[src/rtl/muldiv_ctrl_pkg.sv]
// Shared definitions for the HI/LO multiply/divide sequencer: MIPS SPECIAL
// func codes and the sequencer state encoding.
package muldiv_ctrl_pkg;

   localparam logic [5:0] FUNC_MFHI  = 6'h10;
   localparam logic [5:0] FUNC_MTHI  = 6'h11;
   localparam logic [5:0] FUNC_MFLO  = 6'h12;
   localparam logic [5:0] FUNC_MTLO  = 6'h13;
   localparam logic [5:0] FUNC_MULT  = 6'h18;
   localparam logic [5:0] FUNC_MULTU = 6'h19;
   localparam logic [5:0] FUNC_DIV   = 6'h1a;
   localparam logic [5:0] FUNC_DIVU  = 6'h1b;

   typedef enum logic [1:0] {
      ST_IDLE = 2'd0,
      ST_PREP = 2'd1,
      ST_RUN  = 2'd2,
      ST_FIX  = 2'd3
   } state_e;

endpackage

[src/rtl/muldiv_ctrl_if.sv]
// Decode-side request bus and HI/LO result bus of the multiply/divide sequencer.
interface muldiv_ctrl_if #(parameter int XLEN = 32);

   logic            start;
   logic [5:0]      func;
   logic [XLEN-1:0] op1;
   logic [XLEN-1:0] op2;
   logic            flush;
   logic            busy;
   logic            done;
   logic [XLEN-1:0] hi;
   logic [XLEN-1:0] lo;

   modport master (output start, func, op1, op2, flush,
                   input  busy, done, hi, lo);

   modport slave  (input  start, func, op1, op2, flush,
                   output busy, done, hi, lo);

endinterface

[src/rtl/muldiv_step.sv]
// One iteration of the sequencer datapath: a shift-add multiply step or a
// restoring shift-subtract divide step on the {upper, lower} accumulator.
module muldiv_step #(
   parameter int XLEN = 32
) (
   input  logic [2*XLEN-1:0] acc_i,
   input  logic [XLEN-1:0]   opnd_i,
   input  logic              is_div_i,
   output logic [2*XLEN-1:0] acc_o
);

   logic [XLEN:0] sum;
   logic [XLEN:0] shl;
   logic [XLEN:0] diff;

   always_comb begin
      sum  = {1'b0, acc_i[2*XLEN-1:XLEN]} + (acc_i[0] ? {1'b0, opnd_i} : '0);
      shl  = {acc_i[2*XLEN-1:XLEN], acc_i[XLEN-1]};
      diff = shl - {1'b0, opnd_i};
      // Divide: a borrow out of diff means the divisor did not fit; keep shl.
      if (is_div_i) begin
         if (diff[XLEN]) acc_o = {shl[XLEN-1:0], acc_i[XLEN-2:0], 1'b0};
         else            acc_o = {diff[XLEN-1:0], acc_i[XLEN-2:0], 1'b1};
      end else begin
         acc_o = {sum, acc_i[XLEN-1:1]};
      end
   end

endmodule

[src/rtl/muldiv_ctrl.sv]
// Multi-cycle mult/div sequencer owning HI/LO: IDLE -> PREP -> RUN (ITER steps)
// -> FIX, with mthi/mtlo written directly from IDLE.
module muldiv_ctrl
   import muldiv_ctrl_pkg::*;
#(
   parameter int XLEN = 32,
   parameter int ITER = XLEN
) (
   input  logic        clk,
   input  logic        rst,
   muldiv_ctrl_if.slave bus
);

   localparam int CW = $clog2(ITER);
   localparam logic [1:0] S_IDLE = ST_IDLE;
   localparam logic [1:0] S_PREP = ST_PREP;
   localparam logic [1:0] S_RUN  = ST_RUN;
   localparam logic [1:0] S_FIX  = ST_FIX;

   function automatic logic [XLEN-1:0] magnitude(input logic [XLEN-1:0] x, input logic sgn);
      return (sgn && x[XLEN-1]) ? (~x + 1'b1) : x;
   endfunction

   function automatic logic [XLEN-1:0] negate_w(input logic [XLEN-1:0] x, input logic en);
      return en ? (~x + 1'b1) : x;
   endfunction

   function automatic logic [2*XLEN-1:0] negate_p(input logic [2*XLEN-1:0] x, input logic en);
      return en ? (~x + 1'b1) : x;
   endfunction

   logic [1:0]        state_q, state_d;
   logic [CW-1:0]     cnt_q, cnt_d;
   logic [XLEN-1:0]   hi_q, hi_d, lo_q, lo_d;
   logic              done_q, done_d;
   logic              ld_op, prep;

   logic [XLEN-1:0]   op1_q, op2_q, opnd_q;
   logic              is_div_q, sgn_q, neg_q, rneg_q, dbz_q;
   logic [2*XLEN-1:0] acc_q, step_acc, prod;
   logic [XLEN-1:0]   mag1, mag2, res_hi, res_lo;

   muldiv_step #(.XLEN(XLEN)) u_step (
      .acc_i    (acc_q),
      .opnd_i   (opnd_q),
      .is_div_i (is_div_q),
      .acc_o    (step_acc)
   );

   assign mag1 = magnitude(op1_q, sgn_q);
   assign mag2 = magnitude(op2_q, sgn_q);
   assign prod = negate_p(acc_q, neg_q);

   // Divide by zero bypasses the sign fix-up entirely.
   always_comb begin
      if (!is_div_q) begin
         res_hi = prod[2*XLEN-1:XLEN];
         res_lo = prod[XLEN-1:0];
      end else if (dbz_q) begin
         res_hi = op1_q;
         res_lo = '1;
      end else begin
         res_hi = negate_w(acc_q[2*XLEN-1:XLEN], rneg_q);
         res_lo = negate_w(acc_q[XLEN-1:0], neg_q);
      end
   end

   always_comb begin
      state_d = state_q;
      cnt_d   = cnt_q;
      hi_d    = hi_q;
      lo_d    = lo_q;
      done_d  = 1'b0;
      ld_op   = 1'b0;
      prep    = 1'b0;
      case (state_q)
         S_IDLE: begin
            if (bus.start && !bus.flush) begin
               case (bus.func)
                  FUNC_MULT, FUNC_MULTU, FUNC_DIV, FUNC_DIVU: begin
                     ld_op   = 1'b1;
                     state_d = S_PREP;
                  end
                  FUNC_MTHI: hi_d = bus.op1;
                  FUNC_MTLO: lo_d = bus.op1;
                  default: ;
               endcase
            end
         end
         S_PREP: begin
            if (bus.flush) begin
               state_d = S_IDLE;
            end else begin
               state_d = S_RUN;
               cnt_d   = '0;
               prep    = 1'b1;
            end
         end
         S_RUN: begin
            if (bus.flush) begin
               state_d = S_IDLE;
            end else begin
               cnt_d = cnt_q + 1'b1;
               if (cnt_q == CW'(ITER - 1)) state_d = S_FIX;
            end
         end
         S_FIX: begin
            state_d = S_IDLE;
            if (!bus.flush) begin
               hi_d   = res_hi;
               lo_d   = res_lo;
               done_d = 1'b1;
            end
         end
         default: state_d = S_IDLE;
      endcase
   end

   always_ff @(posedge clk or posedge rst) begin
      if (rst) begin
         state_q <= S_IDLE;
         cnt_q   <= '0;
         hi_q    <= '0;
         lo_q    <= '0;
         done_q  <= 1'b0;
      end else begin
         state_q <= state_d;
         cnt_q   <= cnt_d;
         hi_q    <= hi_d;
         lo_q    <= lo_d;
         done_q  <= done_d;
      end
   end

   // Operand and accumulator datapath; only meaningful while busy, so no reset.
   always_ff @(posedge clk) begin
      if (ld_op) begin
         op1_q    <= bus.op1;
         op2_q    <= bus.op2;
         is_div_q <= bus.func[1];
         sgn_q    <= ~bus.func[0];
      end
      if (prep) begin
         opnd_q <= is_div_q ? mag2 : mag1;
         acc_q  <= {{XLEN{1'b0}}, (is_div_q ? mag1 : mag2)};
         neg_q  <= sgn_q & (op1_q[XLEN-1] ^ op2_q[XLEN-1]);
         rneg_q <= sgn_q & op1_q[XLEN-1];
         dbz_q  <= (op2_q == '0);
      end else if (state_q == S_RUN) begin
         acc_q <= step_acc;
      end
   end

   assign bus.busy = (state_q != S_IDLE);
   assign bus.done = done_q;
   assign bus.hi   = hi_q;
   assign bus.lo   = lo_q;

endmodule
[src/flat_wrapper.sv]
// flat-port wrapper written by rule: the top's interface ports become plain ports
module muldiv_ctrl_flat import muldiv_ctrl_pkg::*;
#(
   parameter int XLEN = 32,
   parameter int ITER = XLEN
)
  (clk, rst, bus_start, bus_func, bus_op1, bus_op2, bus_flush, bus_busy, bus_done, bus_hi, bus_lo);
  muldiv_ctrl_if #(.XLEN(XLEN)) bus_i ();
  input  logic clk;
  input  logic rst;
  input wire logic [$bits(bus_i.start)-1:0] bus_start;
  input wire logic [$bits(bus_i.func)-1:0] bus_func;
  input wire logic [$bits(bus_i.op1)-1:0] bus_op1;
  input wire logic [$bits(bus_i.op2)-1:0] bus_op2;
  input wire logic [$bits(bus_i.flush)-1:0] bus_flush;
  output wire logic [$bits(bus_i.busy)-1:0] bus_busy;
  output wire logic [$bits(bus_i.done)-1:0] bus_done;
  output wire logic [$bits(bus_i.hi)-1:0] bus_hi;
  output wire logic [$bits(bus_i.lo)-1:0] bus_lo;
  assign bus_i.start = bus_start;
  assign bus_i.func = bus_func;
  assign bus_i.op1 = bus_op1;
  assign bus_i.op2 = bus_op2;
  assign bus_i.flush = bus_flush;
  assign bus_busy = bus_i.busy;
  assign bus_done = bus_i.done;
  assign bus_hi = bus_i.hi;
  assign bus_lo = bus_i.lo;
  muldiv_ctrl #(.XLEN(XLEN), .ITER(ITER)) u_core (.clk(clk), .rst(rst), .bus(bus_i));
endmodule
[config.mk]
export PLATFORM = sky130hd
export DESIGN_NAME = muldiv_ctrl_flat
export DESIGN_NICKNAME = d
export VERILOG_FILES = /design/src/rtl/muldiv_ctrl_pkg.sv /design/src/rtl/muldiv_ctrl_if.sv /design/src/rtl/muldiv_step.sv /design/src/rtl/muldiv_ctrl.sv /design/src/flat_wrapper.sv
export SDC_FILE = /design/constraint.sdc
export NUM_CORES = 1
export LEC_CHECK = 0
export CAP_MARGIN = 20
export CORE_ASPECT_RATIO = 1.25
export CORE_UTILIZATION = 45
export CTS_CLUSTER_DIAMETER = 80
export DETAILED_ROUTE_END_ITERATION = 10
export SYNTH_ARGS = -nofsm -noshare
export SYNTH_HDL_FRONTEND = slang
export SYNTH_HIERARCHICAL = 1
export SYNTH_SLANG_ARGS = --single-unit
[constraint.sdc]
create_clock -name clk -period 3.7 [get_ports clk]
set_clock_uncertainty 0.2 [all_clocks]
set_input_delay 0.925 -clock clk [delete_from_list [all_inputs] [get_ports clk]]
set_output_delay 0.925 -clock clk [all_outputs]
set_load 0.005 [all_outputs]
**Yosys cells after proc, flatten, opt, wreduce, memory -nomap -nowiden**

Cells that the tools add are included.

- Memories: 0
- Memory bits (read-only): 0
- Bits in writable memories: 0
- Latch bits: 0
- Word-level logic and storage cells: 104
- Bits in registers: 237
- Input bits: 74

- Reductions and logical operators: 15
- Multiplexer cells: 39
- $lt $le $gt $ge: 0
- Shift operators: 0
- Divide/modulo/power cells: 0
- Eq/ne operators: 18
- Add/subtract/negate cells: 8
- Bitwise gates (word level): 9
- $mul: 0

Operators by type and width:

| cell | number |
|---|---|
| 32-bit two-way mux | 19 |
| 64-bit two-way mux | 3 |
| 32-bit by 1-bit adder with 32-bit output, second input constant | 4 |
| 32-bit inverter | 4 |
| 32-bit one-hot mux with 2 select lines | 2 |
| 64-bit by 1-bit adder with 64-bit output, second input constant | 1 |
| 64-bit inverter | 1 |
| 6-bit by 5-bit == test with 1-bit output, second input constant | 6 |
| 32-bit by 32-bit adder with 33-bit output | 1 |
| 33-bit by 32-bit subtractor with 33-bit output | 1 |
| 32-bit logical NOT | 1 |
| 2-bit != test, second input constant | 6 |
| 2-bit two-way mux | 5 |
| 5-bit two-way mux | 2 |
| 5-bit one-hot mux with 2 select lines | 1 |
| 2-bit one-hot mux with 4 select lines | 1 |
| 4-bit AND reduction | 2 |
| 2-bit nonzero test | 4 |
| 1-bit two-way mux | 6 |
| 3-bit AND reduction | 2 |
| 5-bit by 1-bit adder with 5-bit output, second input constant | 1 |
| 5-bit == test, second input constant | 1 |
| 2-bit == test, second input constant | 2 |
| 4-bit OR reduction | 1 |
| 9 further kinds | 12 |

**Depth between registers and ports, before layout**

Gate-level depths: netlist of the first run.

- Word-level depth: 7
- Gate-level depth with buffers: 15
- Gate-level depth less buffers: 14

**Hierarchy**

The synthesis of the first run kept the hierarchy.

By module, submodules not included:

| module | times used | area an instance (µm²) | sequential area each (µm²) | cells each |
|---|---|---|---|---|
| muldiv_ctrl | 1 | 13,755.7 | 6,436.2 | 1,483 |
| muldiv_step | 1 | 4,590.7 | 0.0 | 663 |

**Least setup slack after synthesis of the first run**

OpenSTA, ideal clock, no wires.

- Path type: input port to flip-flop
- Start: input port bus_flush
- End: register u_core.is_div_q, enable pin
- Required time: 3.068 ns
- Data arrival time: 2.933 ns
- Setup slack: 0.135 ns
- Cell stages on the path: 2
- Path through: nor4b_1 and3_1

- Longest elaborated chain between the ends: 4

Ends and longest elaborated chain:

| what | line | source |
|---|---|---|
| from (decl) | flat_wrapper.sv:15 | `input wire logic [$bits(bus_i.flush)-1:0] bus_flush;` |
| 1-bit logical NOT | muldiv_ctrl.sv:78 | `if (bus.start && !bus.flush) begin` |
| 1-bit logical AND | muldiv_ctrl.sv:78 |  |
| 1-bit two-way mux | muldiv_ctrl.sv:78 |  |
| 1-bit two-way mux | muldiv_ctrl.sv:76 | `case (state_q)` |
| net u_core.ld_op | muldiv_ctrl.sv:36 | `logic ld_op, prep;` |
| to (signal assigned) | muldiv_ctrl.sv:140 | `is_div_q <= bus.func[1];` |
| to (decl) | muldiv_ctrl.sv:39 | `logic is_div_q, sgn_q, neg_q, rneg_q, dbz_q;` |

The timed path passes the listed nets, and every way through them passes these cells.
A chain may end at the register's enable or synchronous reset.

**Final worst setup path of the first run**

- Start: register u_core.opnd_q[18]
- End: register u_core.acc_q[44]

- Longest elaborated chain between the ends: 3

Ends and longest elaborated chain:

| what | line | source |
|---|---|---|
| from (decl) | muldiv_ctrl.sv:38 | `logic [XLEN-1:0] op1_q, op2_q, opnd_q;` |
| from (signal assigned) | muldiv_ctrl.sv:144 | `opnd_q <= is_div_q ? mag2 : mag1;` |
| 33-bit by 32-bit subtractor with 33-bit output | muldiv_step.sv:19 | `diff = shl - {1'b0, opnd_i};` |
| 64-bit two-way mux | muldiv_step.sv:22 | `if (diff[XLEN]) acc_o = {shl[XLEN-1:0], acc_i[XLEN-2:0], 1'b0};` |
| 64-bit two-way mux | muldiv_step.sv:21 | `if (is_div_i) begin` |
| net u_core.step_acc[44] | muldiv_ctrl.sv:40 | `logic [2*XLEN-1:0] acc_q, step_acc, prod;` |
| to (signal assigned) | muldiv_ctrl.sv:145 | `acc_q <= {{XLEN{1'b0}}, (is_div_q ? mag1 : mag2)};` |
| to (signal assigned) | muldiv_ctrl.sv:150 | `acc_q <= step_acc;` |
| to (decl) | muldiv_ctrl.sv:40 |  |

The timed path passes the listed nets, and every way through them passes these cells.

==> results of run 1 <==
synth_stat cells (all sizes together) (22+ instances only):
| library cell | count |
|---|---|
| o22ai | 37 |
| edfxtp | 133 |
| o21ai | 129 |
| clkbuf | 113 |
| o31ai | 37 |
| inv | 76 |
| mux2i | 48 |
| nor4 | 39 |
| a21o | 31 |
| buf | 27 |
| and2 | 42 |
| nand3 | 72 |
| dfxtp | 32 |
| a21oi | 146 |
| nand4 | 22 |
| nor3 | 58 |
| dfrtp | 72 |
| a31oi | 46 |
| ha | 70 |
| xor2 | 59 |
| nor2 | 149 |
| mux2 | 36 |
| and3 | 26 |
| nand2 | 246 |
| xnor2 | 105 |
cell families after synthesis:
group	count (synthesis)	synth area share [%]
and+or+nand+nor	765	20.61
AOI/OAI and AO/OA	606	21.84
DFF	237	35.08
buffers and inverters	218	4.672
xor gates and xnor gates	164	7.972
muxes	84	4.828
adders and majority gates	72	4.992
metal layers:
metal / wire length, um / global-route usage, %
met1: 29730 / 45.24
met2: 35940 / 59.51
met3: 6148 / 5.396
met4: 5239 / 20.64
met5: 0 / 0
critical path: cells and delay by family (launching register included):
family | cells | cell delay (ns)
AO/OA/AOI/OAI | 6 | 1.02
XOR/XNOR | 1 | 0.36
adder cells (fa/ha/maj) | 1 | 0.35
buffers and inverters | 3 | 0.41
flip-flops | 1 | 0.46
AND/OR/NAND/NOR | 4 | 0.65
worst paths after layout:
path | depth (start not counted) | endpoint
setup / recovery | 15 | u_core/acc_q[44]
hold / removal | 2 | u_core/bus.lo[7]
setup reg to reg | 15 | u_core/acc_q[44]
hold reg to reg | 2 | u_core/bus.lo[7]
max in group asynchronous | 3 | u_core/bus.hi[28]
min in group asynchronous | 2 | u_core/bus.lo[10]
what timing repair did:
action                                  CTS  global route
cloned                                    0             1
resized for setup                         1            15
pin swaps                                 0             6
buffers inserted                          0             5
endpoints found under the setup margin    1            27
layout by cell type, fill, tap and decap left out, drive strengths merged, types with 22 or more instances in the layout:
cell type / Yosys / routed
a21o: 31 / 31
dfxtp: 32 / 32
inv: 76 / 78
buf: 27 / 163
mux2i: 48 / 48
o22ai: 37 / 37
o21ai: 129 / 129
xnor2: 105 / 105
mux2: 36 / 36
nor2: 149 / 149
clkbuf: 113 / 39
a21oi: 146 / 146
xor2: 59 / 59
edfxtp: 133 / 133
nand2: 246 / 246
and3: 26 / 26
ha: 70 / 70
nor4: 39 / 39
a31oi: 46 / 46
nor3: 58 / 58
nand3: 72 / 72
and2: 42 / 42
clkdlybuf4s50: 0 / 139
o31ai: 37 / 37
dfrtp: 72 / 72
nand4: 22 / 22
registers in the layout (all words and copies together) (netlist names):
signal,count
u_core/state_q,2
u_core/bus.hi,32
u_core/op1_q,32
u_core/is_div_q,1
u_core/sgn_q,1
u_core/cnt_q,5
u_core/op2_q,32
u_core/neg_q,1
u_core/rneg_q,1
u_core/bus.done,1
u_core/opnd_q,32
u_core/acc_q,64
u_core/bus.lo,32
u_core/dbz_q,1
power by group:
| group | total (mW) | internal, mW | switching (mW) |
|---|---|---|---|
| Clock | 3.09 | 1.85 | 1.24 |
| Sequential | 3.30 | 3.02 | 0.287 |
| Combinational | 5.03 | 2.11 | 2.92 |
area by class of cell:
class                           count  area share [%]
Antenna cell                        2         0.02241
Clock inverter                     15          0.9077
Multi-Input combinational cell   1691           49.87
Inverter                           78           1.317
Timing Repair Buffer              303           12.32
Clock buffer                       38           3.676
Tap cell                          546           3.059
Sequential cell                   237           28.82
through the flow:
stage / instances / power, mW / TNS (ns) / util, % / hold slack, ns
after floorplan: 2146 / 6.242 / 0 / - / 0.2628
after global placement: 2849 / 7.940 / 0 / 52.68 / 0.2578
after detailed placement: 2849 / 7.957 / -0.005055 / 52.68 / 0.2644
after CTS: 2902 / 11.08 / 0 / 55.25 / 0.2889
after global routing: 2908 / 11.90 / -0.005273 / 55.65 / 0.3166
final: 2910 / 11.42 / 0 / 55.66 / 0.2874
==> metrics.md, run 1 <==
| Metric | Value |
|---|---|
| Core area | 40,120 um2 |
| Number of max-cap violations | 0 |
| Worst setup margin | around 0.15 ns |
| Yosys warns | 6 |
| Setup crit end kind | flip-flop |
| Flops & latches, synth | 237 |
| DRC errors left | 0 |
| Largest net degree at the start of global routing | between 70 and 80 |
| Post-synth EDFFs | around 130 |
| Post-synth top area share | 21.77% |
| Skew-Pair Late Insertion Delay | ~0.58 ns |
| Synth Area per Inst | approximately 8.5 um2 |
| Clock Pin Slew Worst Setup and Hold Paths | approximately 0.060 ns |
| Crit path from | u_core/opnd_q[18] |
| Pre-CTS setup slack | -0.005055 ns |
| Syn Nets | between 2,000 and 2,500 |
| GPL Wtd Cong | 1.052 |
| P&R area growth vs syn | 21.71% |
| Most used DFF post-synth | edfxtp_1 |
| Die area | a little over 40,000 um2 |
| Hpwl dp | 59.29 mm |
| Max VDD drop | ~340 uV |
| Final instance area | about 22,000 um2 |
| Crit Path Max Fanout | 9 |
| Fill cell count | ~3,700 |
| Iter 0 DRT Violations | just over 2,000 |
| Synth area leaders | edfxtp_1, dfrtp_1, nand2_1 |
| WL final | between 70 and 80 mm |
| Tot GR Track Use | between 30% and 40% |
| Post-synthesis cell count | 2,146 |
| Initial DRT Pass Iterations | 6 |
| CTS Root Cell | clkbuf_16 |
| IO buf count | around 140 |
| Leak | 8.809 nW |
| Initial Util | a little under half |
| Critical Path RT | roughly 4.0 ns |
| Status | completed |
| IO Pins | between 100 and 150 |
| Cell Area, Synth | ~18,000 um2 |
| Distinct cells, synth | 96 |
| CP max stage delay | ~0.46 ns |
| WL/cell | around 26 um |
| CP most frequent cell | nand2_1 |
| Die Width | 182.6 um |
| Multi-input gate area | ~11,000 um2 |
| Critical R2R Launch | u_core/opnd_q[18] |
| Final nets | 2,486 |
| DR vias | roughly 19,000 |
| Crit share post-route | 95.96% |
| Final Max Slew Viols | 0 |
| Synth area leader | edfxtp_1 |
| Worst slew pin tran | approximately 0.9 ns |
| Slew margin rel. | about 40% |
| Final setup violation count | 0 |
| Asr flop ratio synth | between 30% and 40% |
| Area after DPL | between 20,000 and 25,000 um2 |
| Initial antenna violation count | 2 |
| First-pass GRT wire length | ~110 mm |
| Worst Path Arrival | approximately 3.8 ns |
| Peak Freq | 281.6 MHz |
| CTS Buffer Depth | 3 |
| Final min period | 3.551 ns |
| Flip-flop and latch area | between 6000 and 7000 um2 |
| PwrDens | between 500 and 600 nW/um2 |
| Num rows | ~80 |
| Crit-path slowest cell | edfxtp_1 |
| Worst setup SP type | flip-flop |
| Post-route ant nets | 0 |
| CTS sink count | ~240 |
| Endpoints failing hold | 0 |
| CTS tree | built |
| Crit path kind | reg -> reg |
| Number of H-tree levels | 1 |
| Gr ovfl total | 0 |
| CP Cell Sequence | inv_1 > ha_1 > nand2_1 > o211ai_1 > nor4_2 > o21ai_4 > a31oi_4 > a21oi_4 > buf_12 > xnor2_4 > buf_12 > nand2_1 > a31oi_1 > nand2_1 > o31ai_1 |
| Hold crit path type | reg -> reg |
| CTS hold repair buffers | 0 |
| Vias/cell | between 6 and 7 |
| Worst R2R Setup Slack | between 0.1 and 0.15 ns |
| Vias in the first global route | 17,700 |
| Share of cells above drive strength 1 | 13.00% |
| Die Y | 227.8 um |
| Worst Min Path Start | u_core/bus.lo[7] |
| Seq/Total Area, Yosys | 35.08% |
| Num CTS Buffers | 29 |
No activity file was read; power rests on OpenSTA's default activity.
==> run 2: changes to the inputs <==
CTS_CLUSTER_DIAMETER = 40   (was 80)
GPL_ROUTABILITY_DRIVEN = 1   (was default)
==> metrics.md, run 2 (synthesized netlist as in run 1, its figures left out) <==
| Metric | Value |
|---|---|
| Most frequent cells in the layout | nand2_1, buf_4, nor2_1, a21oi_1, clkdlybuf4s50_1 |
| Design Power | 12.38 mW (+8.4%) |
| Vias/cell | 6.385 (+0.23%) |
| Pint | 7.625 mW (+9.3%) |
| Crit Path Max Fanout | 6 (-3) |
| Skew-Pair Late Insertion Delay | 0.59 ns (about the same) |
| Critical Path RT | 3.96 ns (-0.03 ns) |
| Area after DPL | 21,130 um2 (unchanged) |
| Initial DRT Pass Iterations | 6 (unchanged) |
| Worst Path Arrival | 3.82 ns (-0.02 ns) |
| Min-Delay Path Depth | 2 (unchanged) |
| Num CTS Buffers | 43 (+48%) |
| Hold crit path type | reg -> reg |
| Die Width | 182.6 um (unchanged) |
| Vias in the first global route | 17,990 (+1.6%) |
| Num rows | 82 (unchanged) |
| NetSw | 4.756 mW (+7.0%) |
| Unrepaired setup endpoints after global routing | true |
| Share of cells above drive strength 1 | 13.90% (+0.91 points) |
| IO Pins | 140 (unchanged) |
| DR vias | 18,750 (+1.2%) |
| Hpwl dp | 59.29 mm (unchanged) |
| Number of H-tree levels | 2 (+1) |
| Final min period | 3.567 ns (+0.01607 ns) |
| Critical R2R Launch | u_core/acc_q[31] |
| Final setup violation count | 0 (unchanged) |
| Worst slew pin tran | 0.9003 ns (+0.004110 ns) |
| Iter 0 DRT Violations | 1,960 (-4.3%) |
| Final instance area | 22,780 um2 (+2.0%) |
| CTS Buffer Depth | 3 (unchanged) |
| Worst setup margin | 0.1334 ns (-0.01607 ns) |
| WL/cell | 26.29 um (-0.71%) |
| Pre-CTS setup slack | -0.005055 ns (unchanged) |
| Tot GR Track Use | 36.58% (+0.35 points) |
| Slew margin rel. | 39.92% (-0.27 points) |
| Final Max Slew Viols | 0 (unchanged) |
| P&R area growth vs syn | 24.17% |
| R2r worst-path depth | 15 (unchanged) |
| Endpoints failing hold | 0 (unchanged) |
| CTS Root Cell | clkbuf_16 |
| Worst R2R Setup Slack | 0.13 ns (-0.02 ns) |
| Setup TNS | 0 ns (unchanged) |
| Setup crit end kind | flip-flop |
| Die area | 41,590 um2 (unchanged) |
| Clock Pin Slew Worst Setup and Hold Paths | 0.06 ns (about the same) |
| Net Sw Frac | 38.41% (-0.51 points) |
| Sequential share of power | 26.7% (-2.2 points) |
| Initial antenna violation count | 4 (+2) |
| IO buf count | 139 (unchanged) |
| Largest register by flop count | u_core/acc_q |
| Core area | 40,120 um2 (unchanged) |
| Crit share post-route | 96.39% (+0.43 points) |
| Largest net degree at the start of global routing | 78 (unchanged) |
| Crit path kind | reg -> reg |
| CTS sink count | 237 (unchanged) |
| PwrDens | 543.5 nW/um2 (+6.3%) |
| Comb pwr share | 40.3% (-3.7 points) |
| Die Y | 227.8 um (unchanged) |
| WL final | 77.21 mm (+0.21%) |
| Worst r2r dst | u_core/acc_q[54] |
| GPL Wtd Cong | 1.052 (unchanged) |
| Worst setup SP type | flip-flop |
| Final nets | 2,500 (+0.56%) |
| Number of flip-flops in the largest register | 64 (unchanged) |
| Clock share of power | 33.0% (+6.0 points) |
| CTS tree | built |
| Number of max-cap violations | 0 (unchanged) |
| Post-route ant nets | 0 (unchanged) |
| Max VDD drop | 440.0 uV (+28%) |
| DRC errors left | 0 (unchanged) |
| Hold EP | u_core/bus.lo[3] |
| Status | completed |
| Peak Freq | 280.4 MHz (-0.45%) |
| Leak | 9.026 nW (+2.5%) |
| Gr ovfl total | 0 (unchanged) |
| First-pass GRT wire length | 113.2 mm (+0.38%) |
| Initial Util | 45.73% (unchanged) |
| Worst Min Path Start | u_core/bus.lo[3] |
| Commonest non-fill, non-tap cell in the layout | nand2_1 |
run 2: final cells by class:
cell class / instances / area [um2]
inverters: 78 / 294.0
well taps: 546 / 683.2
multi-input cells: 1691 / 11120
fillers: 3661 / 17340
repair buffers: 303 / 2744
clock inverters: 32 / 356.6
flip-flops and latches: 237 / 6436
diodes: 3 / 7.507
clock buffers: 47 / 1144
run 2: worst max-delay path by stage:
stage          slack, ns             start          endpoint
2_1_floorplan       0.13         bus_flush   u_core/is_div_q
3_3_place_gp        0.06  u_core/opnd_q[0]  u_core/acc_q[54]
3_5_place_dp      -0.005  u_core/acc_q[31]  u_core/acc_q[54]
4_1_cts             0.05  u_core/acc_q[31]  u_core/acc_q[54]
5_1_grt           -0.005  u_core/opnd_q[0]  u_core/acc_q[47]
6_report            0.13  u_core/acc_q[31]  u_core/acc_q[54]
run 2: metal layers:
layer  share of wire (%)  global-route usage, %
met5               0.034                      0
met2                  47                  59.09
met4                 7.0                  23.40
met3                 7.8                  7.024
met1                  38                  44.52
run 2: power by group through the flow:
stage	combinational [mW]	clock (mW)	sequential, mW
finish	4.99	4.09	3.31
detailed placement	4.61	0	3.34
floorplan	2.92	0	3.32
CTS	4.66	4.14	3.30
global placement	4.60	0	3.34
global route	5.32	4.24	3.33
run 2: metrics by stage:
stage	hold slack, ns	std cells	util [%]
2_1_floorplan	0.2628	2146	-
6_report	0.2873	2937	56.79
5_1_grt	0.3161	2934	56.77
3_3_place_gp	0.2578	2849	52.68
3_5_place_dp	0.2644	2849	52.68
4_1_cts	0.2889	2928	56.43
run 2: repair_timing:
item | CTS | global route
pin swaps | 0 | 6
cloned | 0 | 1
endpoints found under the setup margin | 2 | 25
resized for setup | 1 | 9
buffers inserted | 0 | 5
hold buffers | 0 | 0
run 2: critical path, stage by stage (launching register included):
cell	delay (ns)
edfxtp_1	0.34
inv_1	0.06
ha_1	0.24
fa_1	0.42
nand2b_4	0.17
a21oi_2	0.17
o21ai_2	0.13
o21ai_4	0.29
a31oi_4	0.16
a21oi_4	0.27
xor2_4	0.28
buf_4	0.22
mux2i_2	0.28
mux2i_1	0.11
nand2_1	0.07
nand2_1	0.05
==> run 3: changes to the inputs <==
CTS_BUF_LIST = sky130_fd_sc_hd__clkbuf_16   (was default)
clock period = 3.76 ns   (was 3.7 ns; I/O delays follow)
==> metrics.md, run 3 (synthesized netlist as in run 1, its figures left out) <==
| Metric | Value |
|---|---|
| Most frequent cells in the layout | nand2_1, nor2_1, buf_4, clkdlybuf4s50_1, a21oi_1 |
| Crit share post-route | 96.16% (-0.23 points) |
| Max VDD drop | 443.2 uV (+0.73%) |
| Number of flip-flops in the largest register | 64 (unchanged) |
| Die area | 41,590 um2 (unchanged) |
| Final Max Slew Viols | 0 (unchanged) |
| Peak Freq | 276.6 MHz (-1.4%) |
| IO Pins | 140 (unchanged) |
| Critical Path RT | 3.99 ns (+0.03 ns) |
| Tot GR Track Use | 36.34% (-0.24 points) |
| DRC errors left | 0 (unchanged) |
| Largest register by flop count | u_core/acc_q |
| Iter 0 DRT Violations | 1,970 (+0.51%) |
| Status | completed |
| Setup TNS | 0 ns (unchanged) |
| Min Hold Slack | 0.2773 ns (-0.009990 ns) |
| Setup crit end kind | flip-flop |
| Layout Utilization | 56.77% (about the same) |
| Num CTS Buffers | 47 (+9.3%) |
| Hpwl dp | 58.29 mm (-1.7%) |
| Crit Path Max Fanout | 16 (+10) |
| Worst setup SP type | flip-flop |
| Final min period | 3.616 ns (+0.04908 ns) |
| CP Cell Sequence | buf_4 > buf_4 > nor4_1 > nand2_1 > or4_1 > o41ai_1 > xor2_1 > o21ai_0 |
| Clock Pin Slew Worst Setup and Hold Paths | 0.06 ns (about the same) |
| Final nets | 2,493 (-0.28%) |
| Initial DRT Pass Iterations | 6 (unchanged) |
| Vias in the first global route | 17,950 (-0.20%) |
| Gr ovfl total | 0 (unchanged) |
| CP max stage delay | 0.76 ns (+0.34 ns) |
| Initial antenna violation count | 2 (-2) |
| Vias/cell | 6.367 (-0.29%) |
| Leak | 9.042 nW (+0.18%) |
| GPL Wtd Cong | 1.027 (-2.5%) |
| Endpoints failing hold | 0 (unchanged) |
| Worst slew pin tran | 0.8064 ns (-0.09387 ns) |
| Final setup violation count | 0 (unchanged) |
| WL final | 76.44 mm (-1.0%) |
| Antenna diodes | 0 (-3) |
| CTS sink count | 237 (unchanged) |
| Hold crit path type | reg -> reg |
| Num rows | 82 (unchanged) |
| WL/cell | 26.07 um (-0.83%) |
| Number of H-tree levels | 2 (unchanged) |
| Slew margin rel. | 46.24% (+6.3 points) |
| Crit path kind | reg -> reg |
| Worst Path Arrival | 3.85 ns (+0.03 ns) |
| Initial Util | 45.73% (unchanged) |
| Design Power | 12.29 mW (-0.71%) |
| Skew-Pair Late Insertion Delay | 0.60 ns (about the same) |
| Core area | 40,120 um2 (unchanged) |
| CTS tree | built |
| Die Y | 227.8 um (unchanged) |
| First-pass GRT wire length | 113.0 mm (-0.18%) |
| Post-route ant nets | 0 (unchanged) |
| P&R area growth vs syn | 24.12% (about the same) |
| DR vias | 18,670 (-0.46%) |
| IO buf count | 139 (unchanged) |
| Share of cells above drive strength 1 | 13.83% (-0.072 points) |
| Crit-path slowest cell | or4_1 |
| Largest net degree at the start of global routing | 73 (-6.4%) |
| Number of max-cap violations | 0 (unchanged) |
| PwrDens | 539.8 nW/um2 (-0.68%) |
| CTS Buffer Depth | 3 (unchanged) |
| CP most frequent cell | buf_4 |
| Die Width | 182.6 um (unchanged) |
| CTS Root Cell | clkbuf_16 |
| Commonest non-fill, non-tap cell in the layout | nand2_1 |
-- run 3: timing repair --
| item | CTS | global route |
|---|---|---|
| gates resized for setup | 1 | 16 |
| pin swaps | 1 | 4 |
| hold endpoints to repair | 0 | 0 |
| buffers inserted | 2 | 1 |
| endpoints found under the setup margin | 3 | 31 |
| hold buffers | 0 | 0 |
-- run 3: final cells by class --
| class | count | area (um2) |
|---|---|---|
| Multi-Input combinational cell | 1691 | 11140 |
| Timing Repair Buffer | 292 | 2606 |
| Tap cell | 546 | 683.2 |
| Fill cell | 3700 | 17340 |
| Inverter | 78 | 294.0 |
| Clock buffer | 49 | 1226 |
| Clock inverter | 39 | 385.4 |
| Sequential cell | 237 | 6436 |
-- run 3: critical path: cells and delay by family, from the launching register on --
kind                   cells  cell delay, ns
buffers and inverters      2            0.39
flip-flops                 1            0.47
AND/OR/NAND/NOR            3            1.72
XOR/XNOR                   1            0.22
AO/OA/AOI/OAI              2            0.47
-- run 3: per-stage QoR --
stage / area [um2] / instances / worst slack [ns]
after global routing: 22770 / 2932 / -0.004494
after detailed placement: 21060 / 2841 / -0.04679
after floorplan: 18350 / 2146 / 0.1796
after CTS: 22690 / 2931 / 0.03365
after global placement: 21060 / 2841 / -0.03853
final: 22770 / 2932 / 0.1443
-- run 3: final timing paths --
path / from / end / slack [ns] / cells after the start
min reg2reg: u_core/bus.lo[15] / u_core/bus.lo[15] / 0.28 / 2
max reg2reg: u_core/acc_q[0] / u_core/bus.hi[3] / 0.14 / 8
min: u_core/bus.lo[15] / u_core/bus.lo[15] / 0.28 / 2
max: u_core/acc_q[0] / u_core/bus.hi[3] / 0.14 / 8
min in group asynchronous: rst / u_core/bus.lo[4] / 0.56 / 3
max in group asynchronous: rst / u_core/bus.hi[24] / 2.41 / 3
-- run 3: report_power, final --
| group | total [mW] | switching (mW) | internal [mW] |
|---|---|---|---|
| clock network | 4.31 | 1.58 | 2.74 |
| logic | 4.73 | 2.77 | 1.96 |
| registers | 3.25 | 0.280 | 2.97 |
| total | 12.3 | 4.63 | 7.67 |
-- run 3: layer usage --
metal	track usage (%)	part of all wire [%]	vias up
li1	-	-	8397
met1	44.35	38	9003
met2	59.65	47	1014
met3	6.386	8.1	251
met4	21.82	6.7	2
met5	0	0.085	-
==> patch 1: new RTL, flow settings as in run 3 <==
`XLEN` is set to 32 in 4 places; all go to 16.
--- a/src/rtl/muldiv_ctrl_if.sv
+++ b/src/rtl/muldiv_ctrl_if.sv
@@ -1,3 +1,3 @@
 // Decode-side request bus and HI/LO result bus of the multiply/divide sequencer.
-interface muldiv_ctrl_if #(parameter int XLEN = 32);
+interface muldiv_ctrl_if #(parameter int XLEN = 16);
 
--- a/src/rtl/muldiv_step.sv
+++ b/src/rtl/muldiv_step.sv
@@ -3,3 +3,3 @@
 module muldiv_step #(
-   parameter int XLEN = 32
+   parameter int XLEN = 16
 ) (
--- a/src/rtl/muldiv_ctrl.sv
+++ b/src/rtl/muldiv_ctrl.sv
@@ -5,3 +5,3 @@
 #(
-   parameter int XLEN = 32,
+   parameter int XLEN = 16,
    parameter int ITER = XLEN
--- a/src/flat_wrapper.sv
+++ b/src/flat_wrapper.sv
@@ -3,3 +3,3 @@
 #(
-   parameter int XLEN = 32,
+   parameter int XLEN = 16,
    parameter int ITER = XLEN
Ports: changed (resized bus_hi, bus_lo, bus_op1 and bus_op2); port bits go from 140 to 76. No check against the original RTL was run, so the function may have changed too.
==> patch 1 against run 3 <==
Count of clock-buffer cells in the layout decreased by 29. Area after synthesis shrank 50%. Sequential cell count fell by 113. Setup slack gained 0.39 ns. Largest cell class unchanged. Worst hold slack better by 0.013 ns. Die area shrank 50%. Routed wire length is 63% lower. Total power fell by 57%. Cell count fell by 53%. Critical path depth is 4 higher. Sequential power decreased by 46%. Design area is 53% lower.
==> patch 1: results (changes against run 3) <==
stage,metric,value,unit,change
yosys,synth_top_cells_by_count,"nand2_1 (126), o21ai_0 (77), edfxtp_1 (69)",,
status,outcome,"complete, no violations",,
cts,cts-root-buf,clkbuf_16,,
final_layout,drive_above_1_share,0.0927,,-0.0456
final_layout,regMostFlops,u_core/acc_q,,
global_route,grt.total_usage,0.284,,-0.0794
yosys,synth_nets,1118,,-51%
cts,cts_buffers,17,,-64%
final_layout,diodes,0,,unchanged
yosys,yosys_warnings,6,,unchanged
placed_design,place_area,10200,um2,-52%
worst_setup_path,startpoint,u_core/acc_q[0],,
final_layout,largest_reg_flops,32,,-50%
worst_setup_path,worstPathArrival,3.35,ns,-0.50 ns
global_route,grt_max_degree,75,,+2.7%
yosys,ys_types,84,,-13%
routing,drtIter0Drc,676,,-66%
hold_path,hp-start,u_core/bus.lo[9],,
power_and_ir_drop,ir_drop,357,uV,-20%
cts,cts_resized,0,,-1
global_route,grt_pass1_wl,44.5,mm,-61%
yosys,syn_inst,1037,,-52%
cts,cts_max_level,4,,+2
sta,max-slew-margin-rel,0.391,,-0.0709
yosys,async_flop_share,0.315,,+0.0107
cts,cts_buffer_depth,2,,-1
power_and_ir_drop,leakagePower,0.00425,uW,-53%
hold_path,whs_path_depth,2,,unchanged
cts,cts.clk_slew.worst_paths,0.07,ns,
placed_design,hpwl,20.8,mm,-64%
worst_setup_path,cp_max_fo,20,,+4
hold_path,worstHoldPathType,flip-flop to flip-flop,,
cts,post_cts_buffers,0,,-2
routing,first_pass_iters,7,,+1
worst_setup_path,worstRegToRegCells,12,,+4
final_layout,final_cells,1376,,-53%
final_layout,fill_cells,1843,,-50%
placed_design,io_buffer_count,75,,-46%
global_route,grt_pass1_vias,7864,,-56%
final_layout,layout.nets,1179,,-53%
routing,num_vias,8258,,-56%
routing,totalWireLength,28.4,mm,-63%
sta,tns,0,ns,unchanged
placed_design,place.gp.congestion,0.891,,-13%
yosys,yosysSeqAreaShare,0.370,,+0.0192
yosys,synthTopCellsByArea,"edfxtp_1 (23%), dfrtp_1 (11%), nand2_1 (5.2%)",,
yosys,synth_edf_count,69,,-48%
worst_setup_path,rrSetupSlack,0.53,ns,+0.39 ns
placed_design,post-place-cells,1343,,-53%
cts,clock_latency,0.42,ns,-0.18 ns
global_route,antenna_found_initial,0,,-2
==> patch 1: cell count changes in the layout (fill, tap and decap cells not counted), sizes merged, moves of 31 or more <==
cell,before,now
inv,89,57
xnor2,105,42
nand2,246,126
a31oi,46,15
nor3,58,26
o21ai,129,86
a21oi,146,61
ha,70,37
buf,153,26
clkdlybuf4s50,139,75
nor2,149,68
dfrtp,72,39
nand3,72,36
edfxtp,133,69
==> patch 1: metal layers <==
| metal | part of all wire | wire length [um] | global-route usage | up-vias |
|---|---|---|---|---|
| met3 | 0.051 | 1440 | 0.0434 | 56 |
| met4 | 0.031 | 875 | 0.107 | 0 |
| met1 | 0.44 | 12400 | 0.375 | 3963 |
| li1 | - | - | - | 3947 |
| met2 | 0.48 | 13700 | 0.467 | 292 |
| met5 | 0 | 0 | 0 | - |
==> patch 1: kinds of logic (layout without fill, tap and decap cells) <==
kind of cell,Yosys count,after routing,share of synthesized area
AOI/OAI and AO/OA,287,287,0.204
xor gates and xnor gates,80,80,0.0778
adders and majority gates,39,39,0.0552
buffers and inverters,108,182,0.0466
DFF,124,124,0.370
muxes,47,47,0.0547
and+or+nand+nor,352,352,0.191
==> patch 1: final timing paths <==
check,to
setup / recovery,u_core/acc_q[29]
hold / removal,u_core/bus.lo[9]
setup reg to reg,u_core/acc_q[29]
hold reg to reg,u_core/bus.lo[9]
max in group asynchronous,u_core/bus.lo[7]
min in group asynchronous,u_core/cnt_q[2]
==> patch 1: power by group <==
| part | internal, uW | switching, uW |
|---|---|---|
| sequential | 1550 | 195 |
| clock | 978 | 701 |
| combinational | 856 | 1040 |
| total | 3390 | 1940 |
==> patch 1: through the flow <==
step                hold WS [ns]  utilization  total power, uW  setup WS, ns
detailed placement         0.273        0.518             3630         0.384
floorplan                  0.267            -             3070         0.362
finish                     0.290        0.549             5320         0.530
CTS                        0.295        0.549             5320         0.530
global placement           0.273        0.518             3630         0.463
global route               0.315        0.549             5600         0.283
==> patch 1: final cells by class <==
type                            instances  area (um2)  area share
Clock inverter                         12        93.8     0.00872
Timing Repair Buffer                  101         958      0.0890
Inverter                               49         184      0.0171
Sequential cell                       124        3370       0.313
Multi-Input combinational cell        805        5330       0.495
Clock buffer                           20         500      0.0465
Tap cell                              265         332      0.0308
==> patch 1: critical path, cell delays in order (launching register included) <==
cell      delay (ns)
edfxtp_1        0.38
buf_4           0.22
and2_1          0.19
fa_1            0.46
a211oi_1        0.34
o211ai_1        0.16
a221oi_1        0.44
o21ai_0         0.19
xnor2_1         0.16
nor2_1          0.06
a31o_2          0.24
nand2_1         0.05
nand2_1         0.05
==> patch 2: new RTL, config.mk and constraints of run 3 <==
Without the edit above. Make the reset (`rst`) synchronous in one clocked block.
--- a/src/rtl/muldiv_ctrl.sv
+++ b/src/rtl/muldiv_ctrl.sv
@@ -118,3 +118,3 @@
 
-   always_ff @(posedge clk or posedge rst) begin
+   always_ff @(posedge clk) begin
       if (rst) begin
Behaviour: differs if rst is asserted again (counterexample within 4 cycles, from zero or initial values and one cycle with rst high); with rst held inactive, the same outputs for 4 cycles.
==> patch 2 against run 3 <==
Global-route usage rose by 0.47 points. Setup slack improved by 0.0053 ns. First-iteration DRC count is 1.1% lower. Clock power down 8.4%. Total power fell by 21%. Synthesized cell count grew 4.7%. Design area rose by 0.13%. Routed wire length rose by 2.8%. Cell count rose by 2.5%. Area after synthesis is 1.8% higher. Sequential share of layout area decreased by 1.6 points. Count of clock-buffer cells in the layout is 4 lower. Sequential cell count unchanged. Critical endpoint is now u_core/acc_q[57]. Highest routed layer unchanged.
==> patch 2: results (changes against run 3) <==
stage,metric,value,unit,change
power_and_ir_drop,ir_drop,368,uV,-17%
routing,drtIter0Drc,1949,,-1.1%
power_and_ir_drop,pg_seq,2970,uW,-8.6%
routing,totalWireLength,78.6,mm,+2.8%
yosys,async_flop_share,0,,-0.304
yosys,synthTopCellsByArea,"edfxtp_1 (21%), dfxtp_1 (11%), nand2_1 (5.6%)",,
final_layout,layout.nets,2564,,+2.8%
routing,route.met2.wl,36.7,mm,+2.8%
yosys,yosysSeqAreaShare,0.325,,-0.0255
worst_setup_path,critPathSlowestCell,edfxtp_1,,
cts,cts_buffers,43,,-8.5%
placed_design,hpwl,60.1,mm,+3.0%
yosys,muxShareOfSynthArea,0.0447,,-0.00360
hold_path,hp-start,u_core/bus.lo[25],,
sta,period_share,0.960,,-0.00140
routing,wirelength_met1,30.1,mm,+2.9%
placed_design,place_ws,-0.0360,ns,+0.0107 ns
power_and_ir_drop,switching_share,0.341,,-0.0354
placed_design,place.gp.congestion,1.01,,-1.3%
yosys,ys_types,106,,+10%
yosys,synth-compound-area-share,0.232,,+0.0133
global_route,grt_pass1_wl,115,mm,+2.1%
sta,worst_slew_pin_slew,0.927,ns,+0.120 ns
global_route,grt_max_degree,130,,+78%
placed_design,place_area,21300,um2,+1.0%
final_layout,fill_cells,3863,,+4.4%
worst_setup_path,crit_end,u_core/acc_q[57],,
worst_setup_path,worstRegToRegCells,16,,+8
yosys,synth_nets,2392,,+4.4%
worst_setup_path,cp_max_fo,30,,+14
worst_setup_path,r2r_end,u_core/acc_q[57],,
power_and_ir_drop,leakagePower,0.00845,uW,-6.5%
worst_setup_path,worstPathArrival,3.86,ns,about the same
cts,clock_latency,0.58,ns,-0.02 ns
routing,num_vias,19300,,+3.4%
global_route,grt_pass1_vias,18500,,+2.9%
global_route,use_met2,0.603,,+0.00661
global_route,use_met1,0.448,,+0.00428
status,outcome,"complete, no violations",,
power_and_ir_drop,power,9690,uW,-21%
routing,dr_wl_met3,6.33,mm,+1.8%
power_and_ir_drop,p_comb,2770,uW,-41%
worst_setup_path,max_stage_delay,0.46,ns,-0.30 ns
worst_setup_path,cpLargestDelayFamily,compound AO/OA/AOI/OAI gates,,
final_layout,final_cells,3005,,+2.5%
yosys,synth_xor_area_frac,0.0746,,-0.00516
patch 2: cell families after synthesis:
group / count (synthesis)
simple gates: 831
fa+ha+maj: 72
compound gates: 648
buf+inv: 223
mux: 79
xor+xnor: 156
flops: 237
patch 2: area by class of cell:
class,instances,share of cell area
inverters,78,0.0128
clock inverters,35,0.0148
flip-flops and latches,237,0.266
well taps,552,0.0303
multi-input cells,1786,0.517
repair buffers,272,0.110
clock buffers,45,0.0494
patch 2: what timing repair did:
item | CTS | global route
buffers inserted | 0 | 1
endpoints found under the hold margin | 0 | 0
resized for setup | 1 | 7
hold buffers | 0 | 0
endpoints found under the setup margin | 3 | 8
pin swaps | 0 | 3
patch 2: worst min path at each step:
stage | end | cells after the start
global placement | u_core/bus.lo[17] | 2
finish | u_core/bus.lo[25] | 2
global route | u_core/bus.lo[5] | 2
floorplan | u_core/bus.lo[31] | 2
CTS | u_core/bus.lo[25] | 2
detailed placement | u_core/bus.lo[11] | 2
